===== config.mk =====
export PLATFORM = sky130hd
export DESIGN_NAME = control_circuit_param
export DESIGN_NICKNAME = d
export VERILOG_FILES = /design/src/rtl/control_circuit_param.sv
export SDC_FILE = /design/constraint.sdc
export NUM_CORES = 1
export LEC_CHECK = 0
export ABC_AREA = 1
export BUFFER_PORTS_ARGS = -buffer_cell sky130_fd_sc_hd__buf_4
export CORE_ASPECT_RATIO = 1.75
export CORE_MARGIN = 2
export CORE_UTILIZATION = 40
export DETAILED_ROUTE_END_ITERATION = 10
export GPL_ROUTABILITY_DRIVEN = 0
export GPL_TIMING_DRIVEN = 0
export PLACE_DENSITY = 0.63
export SLEW_MARGIN = 0
export SYNTH_ARGS = -nofsm -noshare
export SYNTH_HDL_FRONTEND = slang
export SYNTH_SLANG_ARGS = --single-unit

===== constraint.sdc =====
create_clock -name clk -period 1.85 [get_ports clk]
set_clock_uncertainty 0.05 [all_clocks]
set_input_delay 0.185 -clock clk [delete_from_list [all_inputs] [get_ports clk]]
set_output_delay 0.185 -clock clk [all_outputs]
set_load 0.05 [all_outputs]

===== src/rtl/control_circuit_param.sv =====
// control_circuit_param: instruction-sequencing FSM for the register-file datapath.
// Decodes one latched instruction over 1-3 steps with a Run/Ready handshake and illegal flagging.
module control_circuit_param #(
    parameter int NUM_REGS = 4,
    parameter int SEL_W    = 3,
    parameter int INSTR_W  = 11,
    parameter int DATA_W   = 8
) (
    input  logic                clk,
    input  logic                reset,
    input  logic [INSTR_W-1:0]  INSTRUCTION,
    input  logic                Run,
    output logic                Ready,
    output logic [NUM_REGS-1:0] Rin,
    output logic [NUM_REGS-1:0] Rout,
    output logic                ALU_a_in,
    output logic                ALU_g_in,
    output logic                ALU_g_out,
    output logic [1:0]          ALU_mode,
    output logic                External_data,
    output logic [DATA_W-1:0]   Imm,
    output logic                Done,
    output logic                Error
);
    localparam int IMM_W = INSTR_W - 3 - SEL_W;
    localparam logic [SEL_W-1:0] NR = SEL_W'(NUM_REGS);

    typedef enum logic [1:0] {IDLE, T1, T2, T3} state_t;
    state_t state;
    logic [INSTR_W-1:0] instr;

    logic [2:0]          op;
    logic [SEL_W-1:0]    rx, ry;
    logic [NUM_REGS-1:0] rx_oh, ry_oh;
    logic                t1, t2, t3, is_alu, bad_x, bad_y, ill, t1_ok;

    always_comb begin
        op     = instr[INSTR_W-1 -: 3];
        rx     = instr[INSTR_W-4 -: SEL_W];
        ry     = instr[IMM_W-1 -: SEL_W];
        t1     = state == T1;
        t2     = state == T2;
        t3     = state == T3;
        is_alu = op >= 3'd2 && op <= 3'd5;
        bad_x  = rx == '0 || rx > NR;
        bad_y  = ry == '0 || ry > NR;
        ill    = op == 3'd7 || (op != 3'd6 && bad_x) || (op != 3'd0 && op != 3'd6 && bad_y);
        t1_ok  = t1 && !ill;
        rx_oh  = NUM_REGS'(1) << (rx - 1'b1);
        ry_oh  = NUM_REGS'(1) << (ry - 1'b1);
        External_data = t1_ok && op == 3'd0;
        Rin       = ((t1_ok && op <= 3'd1) || t3) ? rx_oh : '0;
        Rout      = (t1_ok && op == 3'd1) ? ry_oh : (t1_ok && is_alu) ? rx_oh : t2 ? ry_oh : '0;
        ALU_a_in  = t1_ok && is_alu;
        ALU_g_in  = t2;
        ALU_g_out = t3;
        // add/sub/and/or sit at opcodes 2..5, so the mode is the opcode minus two
        ALU_mode  = t2 ? op[1:0] + 2'b10 : 2'b00;
        Done      = (t1 && !(t1_ok && is_alu)) || t3;
        Error     = t1 && ill;
        Ready     = state == IDLE || Done;
        Imm       = DATA_W'(instr[IMM_W-1:0]);
    end

    always_ff @(posedge clk) begin
        if (!reset) begin
            state <= IDLE;
            instr <= '0;
        end else if (Run && Ready) begin
            state <= T1;
            instr <= INSTRUCTION;
        end else if (Done || state == IDLE) begin
            state <= IDLE;
        end else begin
            state <= t1 ? T2 : T3;
        end
    end
endmodule


# Yosys cells after proc, flatten, opt, wreduce, memory -nomap -nowiden

Index checks and enable logic that the tools add are counted.

Input port bits: 14
Output and inout port bits: 25
Word-level logic and storage cells: 55
Bits in registers: 13

Multiplexer cells: 8
Shift-type cells: 2
Equality and inequality tests: 6
Magnitude comparators: 5
$add $sub $neg: 3
Reduce and logical (&&, ||, !) cells: 27
Bitwise operators: 1

Operator list:

| cell                                                                             | count |
|---|---|
| 4-bit 2-to-1 mux                                                                 | 4 |
| 1-bit logical AND                                                                | 12 |
| 3-bit logical NOT                                                                | 3 |
| 1-bit by 3-bit << shifter with 4-bit output, first input constant                | 2 |
| 1-bit logical OR                                                                 | 7 |
| 3-bit > comparator, second input constant                                        | 2 |
| 3-bit by 1-bit subtractor with 3-bit output, second input constant               | 2 |
| 2-bit == test, second input constant                                             | 2 |
| 3-bit by 1-bit == test with 1-bit output, second input constant                  | 1 |
| 3-bit == test, second input constant                                             | 1 |
| 3-bit by 2-bit >= comparator with 1-bit output, second input constant            | 1 |
| 3-bit by 1-bit less-or-equal comparator with 1-bit output, second input constant | 1 |
| 3-bit less-or-equal comparator, second input constant                            | 1 |
| 1-bit 2-to-1 mux                                                                 | 3 |
| 3-bit != test, second input constant                                             | 1 |
| 3-bit nonzero test                                                               | 1 |
| 3-bit OR reduction                                                               | 1 |
| 2-bit adder, second input constant                                               | 1 |
| 2-bit by 1-bit == test with 1-bit output, second input constant                  | 1 |
| 1-bit logical NOT                                                                | 2 |
| 2-bit logical NOT                                                                | 1 |
| 2-bit 2-to-1 mux                                                                 | 1 |
| 1-bit inverter                                                                   | 1 |

# Depth between registers and ports, before layout

Gate-level depths: netlist of run 1.

Depth in word-level cells: 14
Gate-level depth with buffers: 11
Mapped depth without buffers: 10

# Worst setup path before layout of run 1

OpenSTA, ideal clock, no wires.

Kind: register to output
Start: reg instr[3]
End: out Error
Stages on the path, launching flop included: 9
Data arrival time: 1998 ps
Slack: -383 ps
Path buffers: 1
Cells stage by stage: dfxtp_1 > inv_1 > nand2_1 > nand2_1 > nand3_1 > nand2_2 > and2_1 > buf_4 > nor3_1

Word-level cells in the longest chain between the ends: 5

RTL lines:

| element                                                 | line | text |
|---|---|---|
| from (decl)                                             | 30   | `logic [INSTR_W-1:0] instr;` |
| from (signal assigned)                                  | 68   | `instr <= '0;` |
| from (signal assigned)                                  | 71   | `instr <= INSTRUCTION;` |
| 3-bit > comparator or 3-bit logical NOT (tied branches) | 46   | `bad_y = ry == '0 \|\| ry > NR;` |
| 1-bit logical OR *                                      | 46   |  |
| 1-bit logical AND *                                     | 47   | `ill = op == 3'd7 \|\| (op != 3'd6 && bad_x) \|\| (op != 3'd0 && op != 3'd6 && bad_y);` |
| 1-bit logical OR *                                      | 47   |  |
| 1-bit logical AND *                                     | 60   | `Error = t1 && ill;` |
| to (decl)                                               | 23   | `output logic Error` |

Every way passes the cells marked *; elsewhere a longest branch is shown, timed or not.

# Worst setup path after layout of run 1

Start: reg instr[10]
End: out Rin[1]

Word-level cells in the longest chain between the ends: 9

RTL lines:

| element                                               | line | text |
|---|---|---|
| 3-bit != test or 3-bit nonzero test (tied branches)   | 47   |  |
| 1-bit logical AND                                     | 47   |  |
| 1-bit logical OR or 1-bit logical AND (tied branches) | 47   |  |
| 1-bit logical OR                                      | 47   |  |
| 1-bit logical NOT                                     | 48   | `t1_ok = t1 && !ill;` |
| 1-bit logical AND                                     | 48   |  |
| 1-bit logical AND *                                   | 52   | `Rin = ((t1_ok && op <= 3'd1) \|\| t3) ? rx_oh : '0;` |
| 1-bit logical OR *                                    | 52   |  |
| 4-bit 2-to-1 mux *                                    | 52   |  |
| to (decl)                                             | 14   | `output logic [NUM_REGS-1:0] Rin,` |

Marked as above.

==> flow_metrics.tcl, run 1 <==
set metrics [dict create \
    status "finished with violations" \
    violations "setup timing" \
    yosys-top-cells-area "dfxtp_1, inv_1, nand2_1" \
    syn_avg_cell_area_um2 6.10 \
    min_period_over_period 1.04 \
    slew_viol_final 0 \
    cp_cell_sequence "nor2_4, buf_4, buf_4, buf_4, buf_4, buf_4, nand3_2, nand2_2, inv_4, nor2_2, buf_6" \
    clk_path_buf_depth 2 \
    start_util 0.419 \
    ys_ff_latch 13 \
    grt_pass1_wl_um 4330 \
    via_per_inst 4.78 \
    numCtsBuffers 3 \
    wl_met3_um 91 \
    switching_share 0.375 \
    required_ps 1620 \
    setup_viol 9 \
    fin_hold_ws_ps 131 \
    power_switching_w 0.000388 \
    wl_um 2720 \
    grt_remaining_overflow 0 \
    synth_top_area_frac 0.252 \
    ir_worst_vdd_mv 0.484 \
    final_nets 240 \
    die_h_um 71.2 \
    critical-path-top-delay-family "buffers and inverters" \
    cts.sinks 13 \
    dp_slack_ps 56.1 \
    reg2reg_slack_ps 250 \
    synth_cells 169 \
    finalHoldViolCount 0 \
    core_um2 2460 \
    end_kind "output port" \
    die-area_um2 3020 \
    regToRegEndpoint "instr[8]$_SDFFE_PN0P_" \
    syn2layout_area_growth_pct 59.1 \
    crit_type "flip-flop to output port" \
    grt_pass1_vias 1107 \
    leakage_nw 0.923 \
    worst_path_most_repeated_cell "buf_4" \
    clkLatencyLatePin_ps 250 \
    rows 24 \
    final_layout_size_suffix_gt1_frac 0.458 \
    num_vias 1199 \
    synth_cell_type_count 23 \
    r2r_start "instr[10]$_SDFFE_PN0P_" \
    r2r_cells 13 \
    hold_start "reset" \
    final_area_um2 1640 \
    die_w_um 42.4 \
    yosys_warnings 0 \
    final_core_util 0.666 \
    antenna_found_initial 0 \
    rsz0062_at_grt "true" \
    wl_met2_um 1510 \
    cp_max_fo 4 \
    cts-root-buf "clkbuf_8" \
    clkTransAtPathRegs_ps 60 \
    cap_viol_max_count 0 \
    wire_per_inst_um 10.8 \
    cts.htree.levels 1 \
    crit_slowest_cell "dfxtp_4" \
    nFillCells 230 \
    critical_path.max_stage_delay_ps 370 \
    synth_area_um2 1030 \
    path_depth 11 \
    setup_ws_ps -78.2 \
    holdPathEnd "instr[1]$_SDFFE_PN0P_" \
    hpwl_um 2010 \
    grt_max_degree 11 \
    tritoncts "built" \
    pwr-share-seq 0.321 \
    min_path_type "input port to flip-flop" \
    drcViolationCount 0 \
    p_per_area_nw_per_um2 631 \
    arrival_ps 1690 \
    critPathLaunchType "flip-flop" \
    post_dp_cell_area_um2 1350 \
    numPortBuffers 35 \
    min_period_ps 1930 \
    hold_path_depth 3 \
    grt_usage 0.181 \
    n_antenna_cell 0 \
    holdBufCountCts 0 \
    comb_power_share 0.432 \
    timing.critical_path.buf_inv 7 \
    yosysTopAreaCell "dfxtp_1" \
    fmax_mhz 519 \
    drt-met1-wl_um 1050 \
    firstDrtPassIters 4 \
    postRouteAntennaNets 0 \
    first_iter_violations 26 \
    p_clk_frac 0.246 \
    route.top_layer_used "met4" \
    ios 39 \
    internal_power_w 0.000648 \
    seq_area_frac_synth 0.252 \
]
[sequential cells by signal, indices dropped and copies added (netlist names)]
name,cells
state,2
instr,11
[through the flow]
step,cells,TNS (ps),power [W]
final,251,-572,0.00104
after global routing,251,-1650,0.00110
after CTS,249,-196,0.00100
after detailed placement,232,0,0.000688
after global placement,232,0,0.000681
after floorplan,171,-771,0.000598
[worst min-delay path, stage by stage]
cell,delay (ps)
buf_4,90
nand2_1,50
nor2_1,70
[routing by layer]
layer	track usage	vias to the layer above
li1	-	621
met1	0.175	533
met2	0.362	37
met3	0.0153	8
met4	0.0833	0
met5	0	-
[power groups by stage]
stage	Sequential, W	Combinational, W	Clock, W
after floorplan	0.000328	0.000270	0
after global placement	0.000331	0.000350	0
after detailed placement	0.000332	0.000355	0
after CTS	0.000329	0.000414	0.000259
after global routing	0.000338	0.000483	0.000274
final	0.000333	0.000448	0.000255
[synth_stat cells, drive strengths merged]
cell	number
inv	43
nand2	38
nor2	24
nand4	16
buf	13
dfxtp	13
nand3	9
nor3	4
o211ai	4
a21oi	1
and2	1
clkbuf	1
conb	1
o21ai	1
[repair_timing]
item	CTS	global route
hold endpoints to repair	0	0
buffers inserted	14	2
resized for setup	25	20
pin swaps	5	6
cloned	0	0
setup endpoints to repair	12	14
[area by class of cell]
class	instances	area, um2	share of cell area
clock buffers	4	45.0	0.0275
well taps	26	32.5	0.0198
multi-input cells	101	591	0.360
flip-flops and latches	13	274	0.167
inverters	43	166	0.101
repair buffers	50	420	0.256
plain buffers	14	111	0.0679
[cells by family (layout without fill, tap and decap cells)]
logic type / count (synthesis) / count (layout) / synth area share
compound gates: 6 / 6 / 0.0388
buf+inv: 57 / 111 / 0.261
flops: 13 / 13 / 0.252
simple gates: 92 / 92 / 0.444
other cells: 1 / 3 / 0.00364
[cell usage in the layout (no fill, tap or decap), types with 3 or more instances in the layout]
cell type	count
buf_4	47
inv_1	34
nand2_1	33
nor2_1	18
nand4_1	15
buf_6	13
inv_2	7
dfxtp_1	6
nand2_2	5
dfxtp_2	5
nand3_1	4
nor2_4	4
o211ai_1	4
nand3_4	3
nor3_1	3
conb_1	3
clkbuf_8	3
[worst max path at each step]
stage,from,end,slack [ps]
final,instr[10]$_SDFFE_PN0P_,Rin[1],-80
after global routing,instr[10]$_SDFFE_PN0P_,Rout[3],-180
after CTS,instr[9]$_SDFFE_PN0P_,Rin[3],-40
after detailed placement,instr[2]$_SDFFE_PN0P_,Rout[0],60
after global placement,instr[2]$_SDFFE_PN0P_,Rout[3],90
after floorplan,instr[10]$_SDFFE_PN0P_,Rout[0],-180
Note: power is estimated with default switching activity, not from simulation.
==> run 2: changes to the inputs <==
CTS_BUF_LIST = sky130_fd_sc_hd__clkbuf_4 sky130_fd_sc_hd__clkbuf_8 sky130_fd_sc_hd__clkbuf_16   (was default)
==> run 2 against run 1 <==
The flow still finishes with violations (setup timing). Count of clock-buffer cells in the layout is the same. Wire length is essentially flat. Design area grew 0.23%. Cell count is the same. Combinational power is essentially flat. Fmax is essentially flat. Core utilization grew 0.15 points. Die area is the same. Flip-flop and latch count is the same. Worst hold slack is essentially flat. Power grew 1.4%. Critical path type unchanged.
==> flow_metrics.tcl, run 2 (synthesized netlist as in run 1, its figures left out) <==
set metrics [dict create \
    status "finished with violations" \
    violations "setup timing" \
    final_nets 240 \
    p_per_area_nw_per_um2 639 \
    rsz0062_at_grt "true" \
    fin_cells 251 \
    worst_path_most_repeated_cell "buf_4" \
    finalHoldViolCount 0 \
    clk_path_buf_depth 2 \
    post_dp_cell_area_um2 1350 \
    arrival_ps 1690 \
    rows 24 \
    crit_start "instr[10]$_SDFFE_PN0P_" \
    dpl.cell_count 232 \
    grt_remaining_overflow 0 \
    postRouteAntennaNets 0 \
    fmax_mhz 519 \
    via_per_inst 4.78 \
    die-area_um2 3020 \
    grt_pass1_wl_um 4330 \
    grt_usage 0.181 \
    numPortBuffers 35 \
    min_path_type "input port to flip-flop" \
    setup_viol 9 \
    crit_slowest_cell "dfxtp_4" \
    tritoncts "built" \
    nFillCells 229 \
    fin_hold_ws_ps 131 \
    cts.htree.levels 1 \
    wl_um 2720 \
    leakage_nw 0.927 \
    r2r_start "instr[10]$_SDFFE_PN0P_" \
    multi_input_comb_area_um2 591 \
    numCtsBuffers 3 \
    largest-register "instr" \
    final_common_cell "buf_4" \
    grt_max_degree 11 \
    cts-root-buf "clkbuf_8" \
    first_iter_violations 27 \
    cap_viol_max_count 0 \
    die_h_um 71.2 \
    start_util 0.419 \
    critPathLaunchType "flip-flop" \
    min_period_ps 1930 \
    cts.sinks 13 \
    largest_register_ffs 11 \
    grt_pass1_vias 1107 \
    required_ps 1620 \
    drcViolationCount 0 \
    end_kind "output port" \
    n_antenna_cell 0 \
    crit_type "flip-flop to output port" \
    antenna_found_initial 0 \
    hpwl_um 2010 \
    syn2layout_area_growth_pct 59.5 \
    clkTransAtPathRegs_ps 60 \
    ios 39 \
    cp_max_fo 4 \
    min_period_over_period 1.04 \
    ir_worst_vdd_mv 0.484 \
    holdBufCountCts 0 \
    cp_cell_sequence "nor2_4, buf_4, buf_4, buf_4, buf_4, buf_4, nand3_2, nand2_2, inv_4, nor2_2, buf_6" \
    largestRegisters "instr: 11 flops, state: 2 flops" \
    clkLatencyLatePin_ps 250 \
    final_layout_size_suffix_gt1_frac 0.462 \
    core_um2 2460 \
    die_w_um 42.4 \
    firstDrtPassIters 4 \
    num_vias 1199 \
    final_area_um2 1640 \
    critical_path.max_stage_delay_ps 370 \
    hold_start "reset" \
    final_cell_mix "buf_4, inv_1, nand2_1" \
    wire_per_inst_um 10.8 \
    final-seq-area_um2 274 \
    slew_viol_final 0 \
    setup_ws_ps -78.2 \
]
## run 2: cell types whose count changed in the layout (fill, tap and decap cells not counted)
cell and delta:
clkbuf_1 -1, clkbuf_4 +1
## run 2: layout make-up
type                            instances  share of cell area
Multi-Input combinational cell        101               0.359
Timing Repair Buffer                   50               0.256
Sequential cell                        13               0.167
Tap cell                               26              0.0198
Buffer                                 14              0.0677
Clock buffer                            4              0.0297
Inverter                               43               0.101
## run 2: power by group
part / total (W) / internal (W) / switching [W]
registers: 0.000333 / 0.000307 / 0.0000262
logic: 0.000448 / 0.000189 / 0.000259
clock network: 0.000270 / 0.000167 / 0.000103
## run 2: what timing repair did
action / CTS / global route
buffers inserted: 14 / 2
setup endpoints to repair: 12 / 14
gates resized for setup: 25 / 20
pin swaps: 5 / 6
## run 2: metrics by stage
step           worst slack [ps]  setup TNS (ps)  utilization  power [W]
2_1_floorplan              -183            -771            -   0.000598
5_1_grt                    -182           -1650        0.668    0.00111
3_5_place_dp               56.1               0        0.548   0.000688
3_3_place_gp               87.5               0        0.548   0.000681
4_1_cts                   -42.0            -196        0.631    0.00102
6_report                  -78.2            -572        0.668    0.00105
## run 2: worst paths after layout
kind                            cells after the start  slack [ps]               endpoint
worst min-delay path                                3         130  instr[1]$_SDFFE_PN0P_
worst min register to register                      4         460  instr[1]$_SDFFE_PN0P_
worst max register to register                     13         250  instr[8]$_SDFFE_PN0P_
worst max-delay path                               11         -80                 Rin[1]
## run 2: routing by layer
metal,part of all wire,track usage,up-vias
met4,0.026,0.0833,0
met5,0,0,-
met2,0.55,0.362,37
li1,-,-,621
met3,0.033,0.0153,8
met1,0.39,0.175,533
## run 2: critical path: cells and delay by family, from the launching register on
family	cells	cell delay, ps
buffers and inverters	7	850
flip-flops	1	370
AND/OR/NAND/NOR	4	220
